`src/rtl/wb_gpio_multi_if.sv`:
```
// Wishbone B4 classic bus bundle for the multi-bank GPIO slave.
// master drives cyc/stb/we/adr/sel/dat_w; slave returns dat_r/ack/err.
interface wb_gpio_multi_if;
  logic        cyc;
  logic        stb;
  logic        we;
  logic [31:0] adr;
  logic [3:0]  sel;
  logic [31:0] dat_w;
  logic [31:0] dat_r;
  logic        ack;
  logic        err;

  modport master (
    output cyc, stb, we, adr, sel, dat_w,
    input  dat_r, ack, err
  );

  modport slave (
    input  cyc, stb, we, adr, sel, dat_w,
    output dat_r, ack, err
  );
endinterface

```
`src/rtl/wb_gpio_multi.sv`:
```
// Wishbone B4 classic slave with NPORT banks of 32-bit GPIO.
// Ports: wb_clk_i/wb_rst_i (sync, high), wb slave bus, gpio_o/gpio_oe_o
// per-bank OUT/OE, gpio_i async pins, irq_o = |(IS & IE) registered.
module wb_gpio_multi #(
  parameter logic [31:0] BASE_ADDR = 32'h1001_0000,
  parameter logic [31:0] ADDR_MASK = 32'hFFFF_F000,
  parameter int          NPORT     = 2,
  parameter logic [31:0] RESET_OUT = 32'h0,
  parameter int          IRQ_EDGE  = 0
) (
  input  logic                 wb_clk_i,
  input  logic                 wb_rst_i,
  wb_gpio_multi_if.slave       wb,
  output logic [32*NPORT-1:0]  gpio_o,
  output logic [32*NPORT-1:0]  gpio_oe_o,
  input  logic [32*NPORT-1:0]  gpio_i,
  output logic                 irq_o
);

  logic [NPORT-1:0][31:0] out_q, out_d;
  logic [NPORT-1:0][31:0] oe_q, oe_d;
  logic [NPORT-1:0][31:0] ie_q, ie_d;
  logic [NPORT-1:0][31:0] is_q, is_d;
  logic [NPORT-1:0][31:0] s1_q, s2_q, s3_q;
  logic [NPORT-1:0][31:0] ev;

  logic        ack_q, ack_d;
  logic        err_q, err_d;
  logic        irq_q, irq_d;
  logic [31:0] dat_q, dat_d;
  logic [31:0] rdata;
  logic [31:0] wmask, wbits;
  logic [2:0]  bank, rsel;
  logic        hit, req, bank_ok, wr;

  assign hit  = (wb.adr & ADDR_MASK) == BASE_ADDR;
  // ack_q/err_q gate req so a held strobe terminates every 2nd cycle
  assign req  = wb.cyc & wb.stb & hit & ~ack_q & ~err_q;
  assign bank = wb.adr[7:5];
  assign rsel = wb.adr[4:2];
  assign bank_ok = {1'b0, bank} < 4'(NPORT);
  assign wr   = req & wb.we & bank_ok;

  assign wmask = {{8{wb.sel[3]}}, {8{wb.sel[2]}},
                  {8{wb.sel[1]}}, {8{wb.sel[0]}}};
  assign wbits = wb.dat_w & wmask;

  always_comb begin
    ev = '0;
    for (int p = 0; p < NPORT; p++) begin
      case (IRQ_EDGE)
        0:       ev[p] = s2_q[p] & ~s3_q[p];
        1:       ev[p] = ~s2_q[p] & s3_q[p];
        default: ev[p] = s2_q[p] ^ s3_q[p];
      endcase
    end
  end

  always_comb begin
    out_d = out_q;
    oe_d  = oe_q;
    ie_d  = ie_q;
    is_d  = is_q;
    rdata = '0;
    for (int p = 0; p < NPORT; p++) begin
      if (bank == 3'(p)) begin
        case (rsel)
          3'd0:    rdata = out_q[p];
          3'd4:    rdata = oe_q[p];
          3'd5:    rdata = s2_q[p];
          3'd6:    rdata = ie_q[p];
          3'd7:    rdata = is_q[p];
          default: rdata = '0;
        endcase
      end
      if (wr && bank == 3'(p)) begin
        case (rsel)
          3'd0: out_d[p] = (out_q[p] & ~wmask) | wbits;
          3'd1: out_d[p] = out_q[p] | wbits;
          3'd2: out_d[p] = out_q[p] & ~wbits;
          3'd3: out_d[p] = out_q[p] ^ wbits;
          3'd4: oe_d[p]  = (oe_q[p] & ~wmask) | wbits;
          3'd6: ie_d[p]  = (ie_q[p] & ~wmask) | wbits;
          3'd7: is_d[p]  = is_q[p] & ~wbits;
          default: ;
        endcase
      end
      // OR-ing after the W1C clear lets a new edge win
      is_d[p] = is_d[p] | ev[p];
    end
  end

  assign ack_d = req & bank_ok;
  assign err_d = req & ~bank_ok;
  assign dat_d = (ack_d && !wb.we) ? rdata : 32'h0;
  assign irq_d = |(is_q & ie_q);

  always_ff @(posedge wb_clk_i) begin
    if (wb_rst_i) begin
      out_q <= {NPORT{RESET_OUT}};
      oe_q  <= '0;
      ie_q  <= '0;
      is_q  <= '0;
      s1_q  <= '0;
      s2_q  <= '0;
      s3_q  <= '0;
      ack_q <= 1'b0;
      err_q <= 1'b0;
      irq_q <= 1'b0;
      dat_q <= '0;
    end else begin
      out_q <= out_d;
      oe_q  <= oe_d;
      ie_q  <= ie_d;
      is_q  <= is_d;
      s1_q  <= gpio_i;
      s2_q  <= s1_q;
      s3_q  <= s2_q;
      ack_q <= ack_d;
      err_q <= err_d;
      irq_q <= irq_d;
      dat_q <= dat_d;
    end
  end

  assign wb.ack    = ack_q;
  assign wb.err    = err_q;
  assign wb.dat_r  = dat_q;
  assign gpio_o    = out_q;
  assign gpio_oe_o = oe_q;
  assign irq_o     = irq_q;

endmodule

```
`src/flat_wrapper.sv`:
```
// flat-port wrapper written by rule: the top's interface ports become plain ports
module wb_gpio_multi_flat 
#(
  parameter logic [31:0] BASE_ADDR = 32'h1001_0000,
  parameter logic [31:0] ADDR_MASK = 32'hFFFF_F000,
  parameter int          NPORT     = 2,
  parameter logic [31:0] RESET_OUT = 32'h0,
  parameter int          IRQ_EDGE  = 0
)
  (wb_clk_i, wb_rst_i, gpio_o, gpio_oe_o, gpio_i, irq_o, wb_cyc, wb_stb, wb_we, wb_adr, wb_sel, wb_dat_w, wb_dat_r, wb_ack, wb_err);
  wb_gpio_multi_if wb_i ();
  input  logic wb_clk_i;
  input  logic wb_rst_i;
  output logic [32*NPORT-1:0] gpio_o;
  output logic [32*NPORT-1:0] gpio_oe_o;
  input  logic [32*NPORT-1:0] gpio_i;
  output logic irq_o;
  input wire logic [$bits(wb_i.cyc)-1:0] wb_cyc;
  input wire logic [$bits(wb_i.stb)-1:0] wb_stb;
  input wire logic [$bits(wb_i.we)-1:0] wb_we;
  input wire logic [$bits(wb_i.adr)-1:0] wb_adr;
  input wire logic [$bits(wb_i.sel)-1:0] wb_sel;
  input wire logic [$bits(wb_i.dat_w)-1:0] wb_dat_w;
  output wire logic [$bits(wb_i.dat_r)-1:0] wb_dat_r;
  output wire logic [$bits(wb_i.ack)-1:0] wb_ack;
  output wire logic [$bits(wb_i.err)-1:0] wb_err;
  assign wb_i.cyc = wb_cyc;
  assign wb_i.stb = wb_stb;
  assign wb_i.we = wb_we;
  assign wb_i.adr = wb_adr;
  assign wb_i.sel = wb_sel;
  assign wb_i.dat_w = wb_dat_w;
  assign wb_dat_r = wb_i.dat_r;
  assign wb_ack = wb_i.ack;
  assign wb_err = wb_i.err;
  wb_gpio_multi #(.BASE_ADDR(BASE_ADDR), .ADDR_MASK(ADDR_MASK), .NPORT(NPORT), .RESET_OUT(RESET_OUT), .IRQ_EDGE(IRQ_EDGE)) u_core (.wb_clk_i(wb_clk_i), .wb_rst_i(wb_rst_i), .wb(wb_i), .gpio_o(gpio_o), .gpio_oe_o(gpio_oe_o), .gpio_i(gpio_i), .irq_o(irq_o));
endmodule
```
`config.mk`:
```
export PLATFORM = sky130hd
export DESIGN_NAME = wb_gpio_multi_flat
export DESIGN_NICKNAME = d
export VERILOG_FILES = /design/src/rtl/wb_gpio_multi_if.sv /design/src/rtl/wb_gpio_multi.sv /design/src/flat_wrapper.sv
export SDC_FILE = /design/constraint.sdc
export NUM_CORES = 1
export LEC_CHECK = 0
export ABC_AREA = 1
export BUFFER_PORTS_ARGS = -buffer_cell sky130_fd_sc_hd__buf_2
export CAP_MARGIN = 5
export CORE_MARGIN = 4
export CORE_UTILIZATION = 40
export DETAILED_ROUTE_END_ITERATION = 12
export SETUP_SLACK_MARGIN = 0.5
export SLEW_MARGIN = 20
export SYNTH_ARGS = -nofsm -noshare
export SYNTH_HDL_FRONTEND = slang
export SYNTH_SLANG_ARGS = --single-unit
```
`constraint.sdc`:
```
create_clock -name wb_clk_i -period 1.8 [get_ports wb_clk_i]
set_clock_uncertainty 0.15 [all_clocks]
set_input_delay 0 -clock wb_clk_i [delete_from_list [all_inputs] [get_ports wb_clk_i]]
set_output_delay 0 -clock wb_clk_i [all_outputs]
set_load 0.01 [all_outputs]
```
==> impl_results.md <==
- GRT Resource Usage Total: 0.271
- Antenna violations before repair: 0
- Starting density of the core: 0.404
- Reg power frac: 0.454
- HP Class: input port to flip-flop
- Global-route wire length before repair: 133000 um
- Setup ws final: -0.207 ns
- Largest net degree at the start of global routing: between 100 and 150
- Slew @ Worst Pin: roughly 0.6 ns
- Layout area overhead: 40.2%
- Die Y-Extent: 249 um
- Setup violators final: about 260
- Detailed Route Iter0 Violations: 2100
- Maximum VDD drop: 0.627 mV
- Clk_lat worst skew: just over 0.6 ns
- Setup crit end kind: flip-flop
- Gate Count Post-Synth: between 3000 and 4000
- Final Hold Vio Count: about 270
- Slew headroom: 0.606
- Average size of a mapped cell: around 6.7 sq um
- Clock Path Buffers: 3
- Site Rows: between 80 and 90
- WP data required: between 2 and 2.5 ns
- Hpwl dp: 59900 um
- WL final: between 90000 and 100000 um
- DR WL/cell: between 15 and 20 um
- Core footprint: around 58000 sq um
- Max-cap violation count: 0
- Switching part of the total: 0.254
- Pre-CTS setup slack: -0.108 ns
- Min Tclk post-route: roughly 2 ns
- Vias per Instance: between 5 and 6
- Cell area after synthesis: 23300 sq um
- Placer Congestion: about 0.92
- CTS sink cnt: between 400 and 500
- Unrepaired setup endpoints after global routing: true
- Violated checks: hold timing, setup timing
- Vias in the first global route: between 20000 and 25000
- Total gr overflow: 0
- Crit start category: flip-flop
- Yosys reg bits: between 400 and 500
- Crit path max fanout: 8
- Io pins: 300
- Proportion of layout cells with a drive suffix above 1: 0.190
- Yosys warns: 0
- TritonRoute pass-1 iters: 6
- Post-synth EDFFs: 0
- Hold buffers post-CTS: approximately 280
- Port Buf Inserts: around 300
- Sequential share of the synthesized area: 0.416
- PwrDens: between 700 and 800 nW/um^2
- Die ar.: approximately 62000 sq um
- CP Class: flip-flop to flip-flop
- Status: finished with violations
- Net Count, Synth: 3672
- Comb pwr share: 0.094
- CTS buffer count: 53
- Highest clock rate: roughly 0.5 GHz
- DRC violations left: 0
- Nets: ~4200
- CTS tree: yes
- Final Cycle Share: 1.12
- Number of H-tree levels: 2
- Async SR Flop Fraction: 0
- Worst-path clk slew: around 0.060 ns
- Sw power: approximately 6.1 mW
- ANT cells: 0
- Yosys cell types: 31
- Slew Viols, Final: 0
- Hold WS: -0.518 ns
- Root Buffer: clkbuf_16
- Clk network pwr share: 0.452
- Leak: ~15 nW
- Vias after detailed routing: around 25000
- Main synth FF type: dfxtp_1
- Final antenna-violating net count: 0
- Post-Route Utilization: 0.566
- Internal power: 18.1 mW
- Data arrival, critical path: 2.40 ns
- Die X: roughly 250 um
-- layout make-up --
cell class                      count  area [sq um]
Clock buffer                       79          1610
Clock inverter                     14           124
Fill cell                        5551         25000
Inverter                          650          2450
Multi-Input combinational cell   2138         11100
Sequential cell                   483          9800
Tap cell                          765           957
Timing Repair Buffer              719          6520
-- synth_stat cells, types with 2 or more instances --
| library cell | n | area [sq um] |
|---|---|---|
| inv_2 | 5 | 18.8 |
| nand4_4 | 10 | 213 |
| inv_1 | 644 | 2420 |
| nor3_1 | 66 | 330 |
| nand4_1 | 169 | 1060 |
| a21oi_1 | 162 | 811 |
| nand2_1 | 715 | 2680 |
| clkbuf_1 | 115 | 432 |
| nand4_2 | 5 | 62.6 |
| buf_2 | 66 | 330 |
| o211ai_1 | 7 | 52.6 |
| buf_1 | 16 | 60.1 |
| nand3_2 | 2 | 20.0 |
| o21ai_1 | 73 | 365 |
| dfxtp_1 | 483 | 9670 |
| buf_4 | 2 | 15.0 |
| ha_1 | 64 | 801 |
| a22oi_1 | 23 | 173 |
| nor2_2 | 4 | 25.0 |
| nand3_1 | 31 | 155 |
| nor2_1 | 601 | 2260 |
| o31ai_1 | 60 | 450 |
| o21ai_0 | 90 | 450 |
| o22ai_1 | 51 | 319 |
-- per-layer routing --
layer  global-route usage  share of wire  routed length (um)
met1                0.311           0.38               35700
met2                0.468           0.47               43400
met3               0.0399          0.072                6710
met4                0.181          0.079                7390
met5                    0              0                   0
-- cell usage in the layout (no fill, tap or decap), drive strengths merged, types with 101 or more instances in the layout --
cell type and instances:
buf 416, nand4 184, o21ai 163, dlygate4sd3 281
dfxtp 483, clkbuf 101, nand2 715, a21oi 162
inv 649, nor2 607
-- critical path, cell delays in order, from the launching register on --
cell       delay [ns]
dfxtp_2          0.32
buf_4            0.13
nor2_1           0.08
nand2_1          0.05
nor2_1           0.08
nand3_1          0.12
nor2_2           0.14
nand4_1          0.23
buf_6            0.24
clkbuf_16        0.20
nand2_1          0.07
nand2_1          0.04
nor2_1           0.09
-- timing repair --
item	CTS	global route
endpoints found under the setup margin	413	451
cloned	1	28
gates resized for setup	45	310
buffers inserted	4	12
pin swaps	8	47
hold endpoints to repair	483	229
-- metrics by stage --
step	power (mW)	setup TNS, ns	cell area (sq um)	std cells	hold WS [ns]
3_3_place_gp	13.1	-7.26	26200	4429	0.0522
6_report	24.2	-25.58	32600	4848	-0.518
4_1_cts	24.4	-7.22	30900	4808	-0.545
2_1_floorplan	12.3	0	23500	3471	-0.0430
3_5_place_dp	13.1	-8.91	26200	4429	0.0560
5_1_grt	25.0	-55.31	32600	4848	-0.515
-- cells by family (layout without fill, tap and decap cells) --
kind of cell               after synthesis  count (layout)  synth area share
and+or+nand+nor                       1607            1607             0.295
buffers and inverters                  850            1462             0.142
DFF                                    483             483             0.416
AOI/OAI and AO/OA                      467             467             0.113
adders and majority gates               64              64            0.0344
-- power groups by stage --
| stage | Combinational (mW) | Clock (mW) | Sequential, mW |
|---|---|---|---|
| after floorplan | 1.09 | 0 | 11.2 |
| after global placement | 1.77 | 0 | 11.3 |
| after detailed placement | 1.78 | 0 | 11.3 |
| after CTS | 2.19 | 11.1 | 11.1 |
| after global routing | 2.48 | 11.5 | 11.0 |
| final | 2.27 | 10.9 | 11.0 |
-- worst paths after layout --
kind / cells past startpoint / end / slack, ns / start
worst max-delay path: 12 / u_core.gpio_o[35] / -0.21 / u_core.wb.err
worst min-delay path: 2 / u_core.s1_q[45] / -0.52 / wb_rst_i
worst max register to register: 12 / u_core.gpio_o[35] / -0.21 / u_core.wb.err
worst min register to register: 1 / u_core.is_q[31] / 0.26 / u_core.s3_q[31]
No activity file was read; power rests on OpenSTA's default activity.
